$ cat config.mk
export PLATFORM = sky130hd
export DESIGN_NAME = div_ctrl
export DESIGN_NICKNAME = d
export VERILOG_FILES = /design/src/rtl/div_ctrl.sv
export SDC_FILE = /design/constraint.sdc
export NUM_CORES = 1
export LEC_CHECK = 0
export ABC_AREA = 1
export BUFFER_PORTS_ARGS = -buffer_cell sky130_fd_sc_hd__buf_2
export CORE_ASPECT_RATIO = 2
export CORE_MARGIN = 2
export CORE_UTILIZATION = 35
export DETAILED_ROUTE_END_ITERATION = 16
export GPL_ROUTABILITY_DRIVEN = 0
export PLACE_DENSITY = 0.61
export SYNTH_ARGS = -nofsm -noshare
export SYNTH_HDL_FRONTEND = slang
export SYNTH_SLANG_ARGS = --single-unit
$ cat constraint.sdc
create_clock -name clk -period 3.37 [get_ports clk]
set_input_delay 0 -clock clk [delete_from_list [all_inputs] [get_ports clk]]
set_output_delay 0 -clock clk [all_outputs]
set_load 0.03 [all_outputs]
$ cat src/rtl/div_ctrl.sv
`default_nettype none
// ============================================================================
// Module   : div_ctrl
// Desc     : Sequencing controller between the M-extension issue front end and
//            a multi-cycle divider. Accepts one DIV/DIVU/REM/REMU request at a
//            time, resolves divide-by-zero and signed overflow locally,
//            otherwise launches the divider under a watchdog and returns the
//            selected quotient/remainder over a valid/ready response port.
// Options  : `define DIV_REUSE_EN keeps the operands and results of the last
//            divider run so that a repeated a/b/signedness request (e.g. DIV
//            then REM) is answered without restarting the divider.
// Revision : 1.0 - initial release
// ============================================================================
module div_ctrl #(
    parameter int WIDTH          = 32,
    parameter int TIMEOUT_CYCLES = 64
) (
    input  logic             clk,
    input  logic             reset,
    input  logic             req_valid,
    output logic             req_ready,
    input  logic [1:0]       req_op,
    input  logic [WIDTH-1:0] req_a,
    input  logic [WIDTH-1:0] req_b,
    output logic             resp_valid,
    input  logic             resp_ready,
    output logic [WIDTH-1:0] resp_data,
    output logic             resp_err,
    output logic             div_start,
    output logic             div_unsigned,
    output logic [WIDTH-1:0] div_a,
    output logic [WIDTH-1:0] div_b,
    input  logic [WIDTH-1:0] div_q,
    input  logic [WIDTH-1:0] div_r,
    input  logic             div_done,
    output logic             busy
);

    // Watchdog only has to count up to TIMEOUT_CYCLES-1.
    localparam int                WD_W      = (TIMEOUT_CYCLES > 1) ? $clog2(TIMEOUT_CYCLES) : 1;
    localparam logic [WD_W-1:0]   c_wd_last = WD_W'(TIMEOUT_CYCLES - 1);
    localparam logic [WIDTH-1:0]  c_ones    = {WIDTH{1'b1}};
    localparam logic [WIDTH-1:0]  c_int_min = {1'b1, {(WIDTH-1){1'b0}}};

    typedef enum logic [2:0] {
        S_IDLE  = 3'd0,
        S_CHECK = 3'd1,
        S_START = 3'd2,
        S_WAIT  = 3'd3,
        S_RESP  = 3'd4
    } state_t;

    state_t           r_state;
    logic             r_req_ready;
    logic             r_resp_valid;
    logic             r_resp_err;
    logic [WIDTH-1:0] r_resp_data;
    logic             r_div_start;
    logic             r_div_unsigned;
    logic [WIDTH-1:0] r_div_a;
    logic [WIDTH-1:0] r_div_b;
    logic             r_busy;
    logic             r_rem;          // latched op[1]: return remainder
    logic [WD_W-1:0]  r_wd;

    logic             w_b_zero;
    logic             w_ovf;
    logic             w_wd_expire;
    logic             w_div_finish;
    logic             w_reuse_hit;
    logic [WIDTH-1:0] w_reuse_q;
    logic [WIDTH-1:0] w_reuse_r;

    // Special cases are evaluated on the latched operands during CHECK.
    assign w_b_zero     = (r_div_b == '0);
    assign w_ovf        = !r_div_unsigned && (r_div_a == c_int_min) && (r_div_b == c_ones);
    // div_done has priority over the watchdog in the same cycle.
    assign w_div_finish = (r_state == S_WAIT) && div_done;
    assign w_wd_expire  = (r_state == S_WAIT) && !div_done && (r_wd == c_wd_last);

`ifdef DIV_REUSE_EN
    logic             r_st_valid;
    logic             r_st_unsigned;
    logic [WIDTH-1:0] r_st_a;
    logic [WIDTH-1:0] r_st_b;
    logic [WIDTH-1:0] r_st_q;
    logic [WIDTH-1:0] r_st_r;

    assign w_reuse_hit = r_st_valid && (r_st_a == r_div_a) && (r_st_b == r_div_b)
                         && (r_st_unsigned == r_div_unsigned);
    assign w_reuse_q   = r_st_q;
    assign w_reuse_r   = r_st_r;

    // Remember the last divider result; a watchdog abort invalidates it.
    always_ff @(posedge clk) begin
        if (reset) begin
            r_st_valid    <= 1'b0;
            r_st_unsigned <= 1'b0;
            r_st_a        <= '0;
            r_st_b        <= '0;
            r_st_q        <= '0;
            r_st_r        <= '0;
        end else if (w_div_finish) begin
            r_st_valid    <= 1'b1;
            r_st_unsigned <= r_div_unsigned;
            r_st_a        <= r_div_a;
            r_st_b        <= r_div_b;
            r_st_q        <= div_q;
            r_st_r        <= div_r;
        end else if (w_wd_expire) begin
            r_st_valid    <= 1'b0;
        end
    end
`else
    assign w_reuse_hit = 1'b0;
    assign w_reuse_q   = '0;
    assign w_reuse_r   = '0;
`endif

    // Control FSM; every output is a register updated on state transitions.
    always_ff @(posedge clk) begin
        if (reset) begin
            r_state        <= S_IDLE;
            r_req_ready    <= 1'b1;
            r_resp_valid   <= 1'b0;
            r_resp_err     <= 1'b0;
            r_resp_data    <= '0;
            r_div_start    <= 1'b0;
            r_div_unsigned <= 1'b0;
            r_div_a        <= '0;
            r_div_b        <= '0;
            r_busy         <= 1'b0;
            r_rem          <= 1'b0;
            r_wd           <= '0;
        end else begin
            case (r_state)
                S_IDLE: begin
                    if (req_valid) begin
                        r_div_a        <= req_a;
                        r_div_b        <= req_b;
                        r_div_unsigned <= req_op[0];
                        r_rem          <= req_op[1];
                        r_req_ready    <= 1'b0;
                        r_busy         <= 1'b1;
                        r_state        <= S_CHECK;
                    end
                end
                S_CHECK: begin
                    if (w_b_zero) begin
                        r_resp_data  <= r_rem ? r_div_a : c_ones;
                        r_resp_valid <= 1'b1;
                        r_state      <= S_RESP;
                    end else if (w_ovf) begin
                        r_resp_data  <= r_rem ? '0 : r_div_a;
                        r_resp_valid <= 1'b1;
                        r_state      <= S_RESP;
                    end else if (w_reuse_hit) begin
                        r_resp_data  <= r_rem ? w_reuse_r : w_reuse_q;
                        r_resp_valid <= 1'b1;
                        r_state      <= S_RESP;
                    end else begin
                        r_div_start  <= 1'b1;
                        r_state      <= S_START;
                    end
                end
                S_START: begin
                    r_div_start <= 1'b0;
                    r_wd        <= '0;
                    r_state     <= S_WAIT;
                end
                S_WAIT: begin
                    r_wd <= r_wd + WD_W'(1);
                    if (div_done) begin
                        r_resp_data  <= r_rem ? div_r : div_q;
                        r_resp_valid <= 1'b1;
                        r_state      <= S_RESP;
                    end else if (r_wd == c_wd_last) begin
                        r_resp_data  <= '0;
                        r_resp_err   <= 1'b1;
                        r_resp_valid <= 1'b1;
                        r_state      <= S_RESP;
                    end
                end
                S_RESP: begin
                    if (resp_ready) begin
                        r_resp_valid <= 1'b0;
                        r_resp_err   <= 1'b0;
                        r_req_ready  <= 1'b1;
                        r_busy       <= 1'b0;
                        r_state      <= S_IDLE;
                    end
                end
                default: begin
                    r_state     <= S_IDLE;
                    r_req_ready <= 1'b1;
                    r_busy      <= 1'b0;
                end
            endcase
        end
    end

    assign req_ready    = r_req_ready;
    assign resp_valid   = r_resp_valid;
    assign resp_err     = r_resp_err;
    assign resp_data    = r_resp_data;
    assign div_start    = r_div_start;
    assign div_unsigned = r_div_unsigned;
    assign div_a        = r_div_a;
    assign div_b        = r_div_b;
    assign busy         = r_busy;

endmodule
`default_nettype wire
* Word level (Yosys, flattened, before mapping)
Cells that the tools add are included.
Word-level totals: input bits 135, register bits 112
Cells by class: reductions and logical operators 18, equality and inequality tests 15, multiplexer cells 32, bitwise operators 1, $add $sub $neg 1
Operators with widths (number):
- $mux 32 | 7
- $eq 32x32->1 const B | 2
- $pmux 32 s2 | 1
- $logic_not 32->1 | 1
- $mux 3 | 6
- $pmux 3 s5 | 1
- $pmux 6 s2 | 1
- $reduce_and 3->1 | 4
- $mux 1 | 11
- $ne 2x2->1 const B | 5
- $pmux 1 s3 | 3
- $reduce_and 4->1 | 2
- $reduce_bool 2->1 | 4
- $add 6x1->6 const B | 1
- $eq 3x2->1 const B | 2
- $eq 6x6->1 const B | 1
- $pmux 1 s2 | 2
- $eq 3x1->1 const B | 1
- $eq 3x3->1 const B | 1
- $logic_not 3->1 | 1
- $ne 3x2->1 const B | 1
- $ne 3x3->1 const B | 1
- $reduce_bool 3->1 | 1
- $reduce_or 3->1 | 1
- 5 further kinds | 6

* Logic depth before layout (Yosys ltp)
depth after elaboration 6, gate-level depth with buffers 14, mapped depth without buffers 12

* Least setup slack after synthesis
Ideal clock, no wire load.
path type register -> register, from register r_div_a[31], in the netlist div_a[31], to register r_resp_data[10], in the netlist resp_data[10], cell stages (with the launch flop) 14, arrival time 1.572 ns, setup slack 1.685 ns, clock period less this slack 1.685 ns, data required time 3.257 ns, cells stage by stage dfxtp_1 -> inv_1 -> nor2_1 -> nand3_1 -> nor2_1 -> nand2_1 -> nor2_1 -> nand2_1 -> nand3_2 -> nand2_2 -> buf_6 -> buf_4 -> nor2_1 -> nor2_1
On the way: cells in the longest elaborated chain, start to end 5
Ends and longest elaborated chain:
- from (decl) | RTL line 60 | logic [WIDTH-1:0] r_div_a;
- from (signal assigned) | RTL line 139 | r_div_a <= req_a;
- $eq 32x32->1 | RTL line 76 | assign w_ovf = !r_div_unsigned && (r_div_a == c_int_min) && (r_div_b == c_ones);
- $logic_and 1x1->1 (2 in series) | RTL line 76
- $ne 3x3->1 (no source line)
- $reduce_and 3->1 (no source line)
- to (signal assigned) | RTL line 150 | r_resp_data <= r_rem ? r_div_a : c_ones;
- to (signal assigned) | RTL line 154 | r_resp_data <= r_rem ? '0 : r_div_a;
- to (signal assigned) | RTL line 158 | r_resp_data <= r_rem ? w_reuse_r : w_reuse_q;
- to (decl) | RTL line 57 | logic [WIDTH-1:0] r_resp_data;
No other way between the ends. A chain may end at the register's enable or synchronous reset.

* Final worst setup path
from register r_wd[0], to register r_resp_data[20], in the netlist resp_data[20]
On the way: cells in the longest elaborated chain, start to end 3
Ends and longest elaborated chain:
- from (decl) | RTL line 64 | logic [WD_W-1:0] r_wd;
- from (signal assigned) | RTL line 172 | r_wd <= r_wd + WD_W'(1);
- $eq 6x6->1 | RTL line 177 | end else if (r_wd == c_wd_last) begin
- $ne 3x2->1 (no source line)
- $reduce_and 3->1 (no source line)
- to (signal assigned) | RTL line 154
- to (signal assigned) | RTL line 158
- to (signal assigned) | RTL line 174 | r_resp_data <= r_rem ? div_r : div_q;
No other way between the ends.

==> flow_metrics.py <==
metrics = {
    "run_status": {
        "outcome": "complete, no violations",
    },
    "hold_path": {
        "hp-class": "input pin to flop",
    },
    "synthesis": {
        "synth.area.top_cells": "dfxtp_1 (39%), nand2_1 (23%), a21oi_1 (9.2%), inv_1 (6.9%), nor2_1 (6.3%)",
        "synth.largest_area_cell": "dfxtp_1",
        "ys_seq_area_share_pct": 38.55,
        "synth_warnings": 0,
        "yosys_register_bits": 112,
        "avgSynthCellArea_um2": 6.077,
        "synth.cell_area_um2": 5816,
        "ys_types": 29,
        "synthCells": 957,
        "synth_top_cell_area_share_pct": 38.55,
        "synth_enable_flop_cells": 0,
        "synth_nets": 1093,
        "ys.flop_type": "dfxtp_1",
        "synth.most_common_cell": "nand2_1",
        "ys_top_cells_by_count": "nand2_1 (355), dfxtp_1 (112), a21oi_1 (107), inv_1 (107), nor2_1 (97)",
        "async_reset_ff_share_pct": 0,
    },
    "layout": {
        "syn2layout_area_growth_pct": 38.73,
        "fin_cells": 1431,
        "antenna_cells": 0,
        "post_route_cells_drive_above_1_share_pct": 22.66,
        "nets": 1358,
    },
    "clock_network": {
        "cts_tree": "done",
        "cts_root_buf": "clkbuf_16",
        "cts_buffer_depth": 2,
        "h-tree-depth": 3,
        "cts_setup_buffers": 0,
        "cts-buffers-inserted": 9,
        "cts_sinks": 112,
        "clock_latency_ps": 350,
        "path_clk_slew_ps": 80,
    },
    "detailed_routing": {
        "ant_nets": 0,
        "wl_per_cell_um": 13.87,
        "post-route-drc-count": 0,
        "drt-initial-drc-count": 240,
        "wl_mm": 19.84,
        "first_pass_iters": 5,
        "via_count": 6682,
        "vias_per_cell": 4.669,
    },
    "setup_path": {
        "critPathSlowestCell": "nand2_2",
        "rrSetupSlack_ps": 1030,
        "cp.arrival_ps": 2620,
        "worstPathCellList": "ha_1 > nand3_1 > nor2_1 > nor3_4 > a21oi_1 > nand2_2 > buf_4 > nand2_1 > nand2_1 > nor2_1",
        "startpoint_type": "flop",
        "r2r-start": "r_wd[0]",
        "critPathMaxStageDelay_ps": 420,
        "cp-end-kind": "flop",
        "crit_type": "flop to flop",
        "cp-endpoint": "resp_data[20]",
        "crit_start": "r_wd[0]",
        "worst_ep_required_time_ps": 3660,
        "r2r_cells": 10,
        "r2r-end": "resp_data[20]",
        "path_max_fanout": 36,
    },
    "placement": {
        "port_buffers": 236,
        "post-dp-hpwl_mm": 13.73,
        "dp_cells": 1349,
        "pre_cts_ws_ps": 1026,
    },
    "timing": {
        "tightest_slew_ps": 1164,
        "skew_ps": 6.837,
        "hold_violations": 0,
        "fin_ws_ps": 1035,
        "setup_tns_ps": 0,
        "maxSlewHeadroom_pct": 22.28,
        "slew_viol_final": 0,
        "setup_viol": 0,
        "post-route-period-util_pct": 69.29,
        "fin_crit_ps": 2335,
        "fmax_mhz": 428.3,
        "rsz0062_at_grt": "false",
    },
    "die": {
        "core_um2": 16270,
        "die_w_um": 95.15,
        "die_area_um2": 17730,
        "pin_count": 237,
        "die_y_um": 186.3,
        "start_util_pct": 35.75,
        "rows": 66,
    },
    "run": {
        "maxCapViolations": 0,
    },
    "global_route": {
        "grt_max_degree": 133,
        "overflow": 0,
        "grt_pass1_wl_mm": 30.72,
        "antenna_found_initial": 0,
        "grt_pass1_vias": 6337,
        "track_usage_pct": 22.33,
    },
    "pwr": {
        "static-leakage-power_nw": 4.372,
        "ir_worst_vdd_mv": 0.4910,
        "power_density_nw_per_um2": 845.2,
    },
}
-- area by class of cell --
type                            instances  area [um^2]
Multi-Input combinational cell        676         2900
Clock buffer                           10        239.0
Clock inverter                          6        91.34
Timing Repair Buffer                  310         1914
Inverter                              113        424.2
Sequential cell                       112         2243
Tap cell                              204        255.2
Fill cell                            1702         8200
-- routing by layer --
metal  share of wire [%]  track usage (%)
met5                   0                0
met4                 3.2            9.739
met3                 4.6            2.941
met2                  54            41.92
met1                  39            24.28
-- worst max-delay path: cells and delay by family, from the launching register on --
family                   cells  cell delay [ps]
flip-flops                   1              370
AND/OR/NAND/NOR              7             1080
adder cells (fa/ha/maj)      1              240
AO/OA/AOI/OAI                1              180
buffers and inverters        1              380
-- state kept, by name, summed over array words and instances (netlist names) --
| name | flops |
|---|---|
| resp_data | 32 |
| div_start | 1 |
| div_a | 32 |
| div_unsigned | 1 |
| req_ready | 1 |
| r_rem | 1 |
| busy | 1 |
| r_state | 3 |
| r_wd | 6 |
| resp_err | 1 |
| div_b | 32 |
| resp_valid | 1 |
-- worst min-delay path by stage --
stage               startpoint    endpoint  cells past startpoint
finish               req_a[30]   div_a[30]                      3
global placement     req_b[12]   div_b[12]                      3
CTS                 resp_ready  r_state[2]                      4
global route         req_a[30]   div_a[30]                      3
detailed placement   req_b[11]   div_b[11]                      3
floorplan            req_a[10]   div_a[10]                      2
-- cells by family after synthesis --
kind of cell    Yosys count  synth area share, %
flops                   112                38.55
buf+inv                 169                11.79
simple gates            489                33.03
fa+ha+maj                 1               0.2151
compound gates          186                16.42
-- through the flow --
step	hold WS (ps)	area (um^2)	total power [mW]	utilization, %
final	2.238	8068	6.819	49.59
after global routing	15.89	8068	7.387	49.59
after CTS	5.739	8068	6.881	49.59
after detailed placement	281.6	7077	5.606	43.50
after global placement	277.7	7077	5.575	43.50
after floorplan	191.5	5816	4.671	-
-- where the power goes --
| part | switching, mW | internal [mW] |
|---|---|---|
| combinational | 2.48 | 1.07 |
| clock | 0.512 | 0.677 |
| sequential | 0.345 | 1.74 |
| total | 3.33 | 3.48 |
-- repair_timing --
item / 4_1_cts / 5_1_grt
endpoints found under the hold margin: 72 / 0
gates resized for setup: 0 / 0
hold buffers: 66 / 0
-- cell usage in the layout (no fill, tap or decap), types with 2 or more instances in the layout --
cell type,instances
inv_1,105
nand2_2,2
nor2_1,97
clkinv_4,2
clkbuf_16,9
dfxtp_1,111
buf_2,236
inv_2,8
a211oi_1,2
bufinv_16,2
dlygate4sd3_1,66
nor3_1,10
buf_4,7
nand4_1,9
nand3_1,10
nand2_1,355
o21ai_0,70
o31ai_1,2
a21oi_1,107
Power figures use the tool's default switching activity.
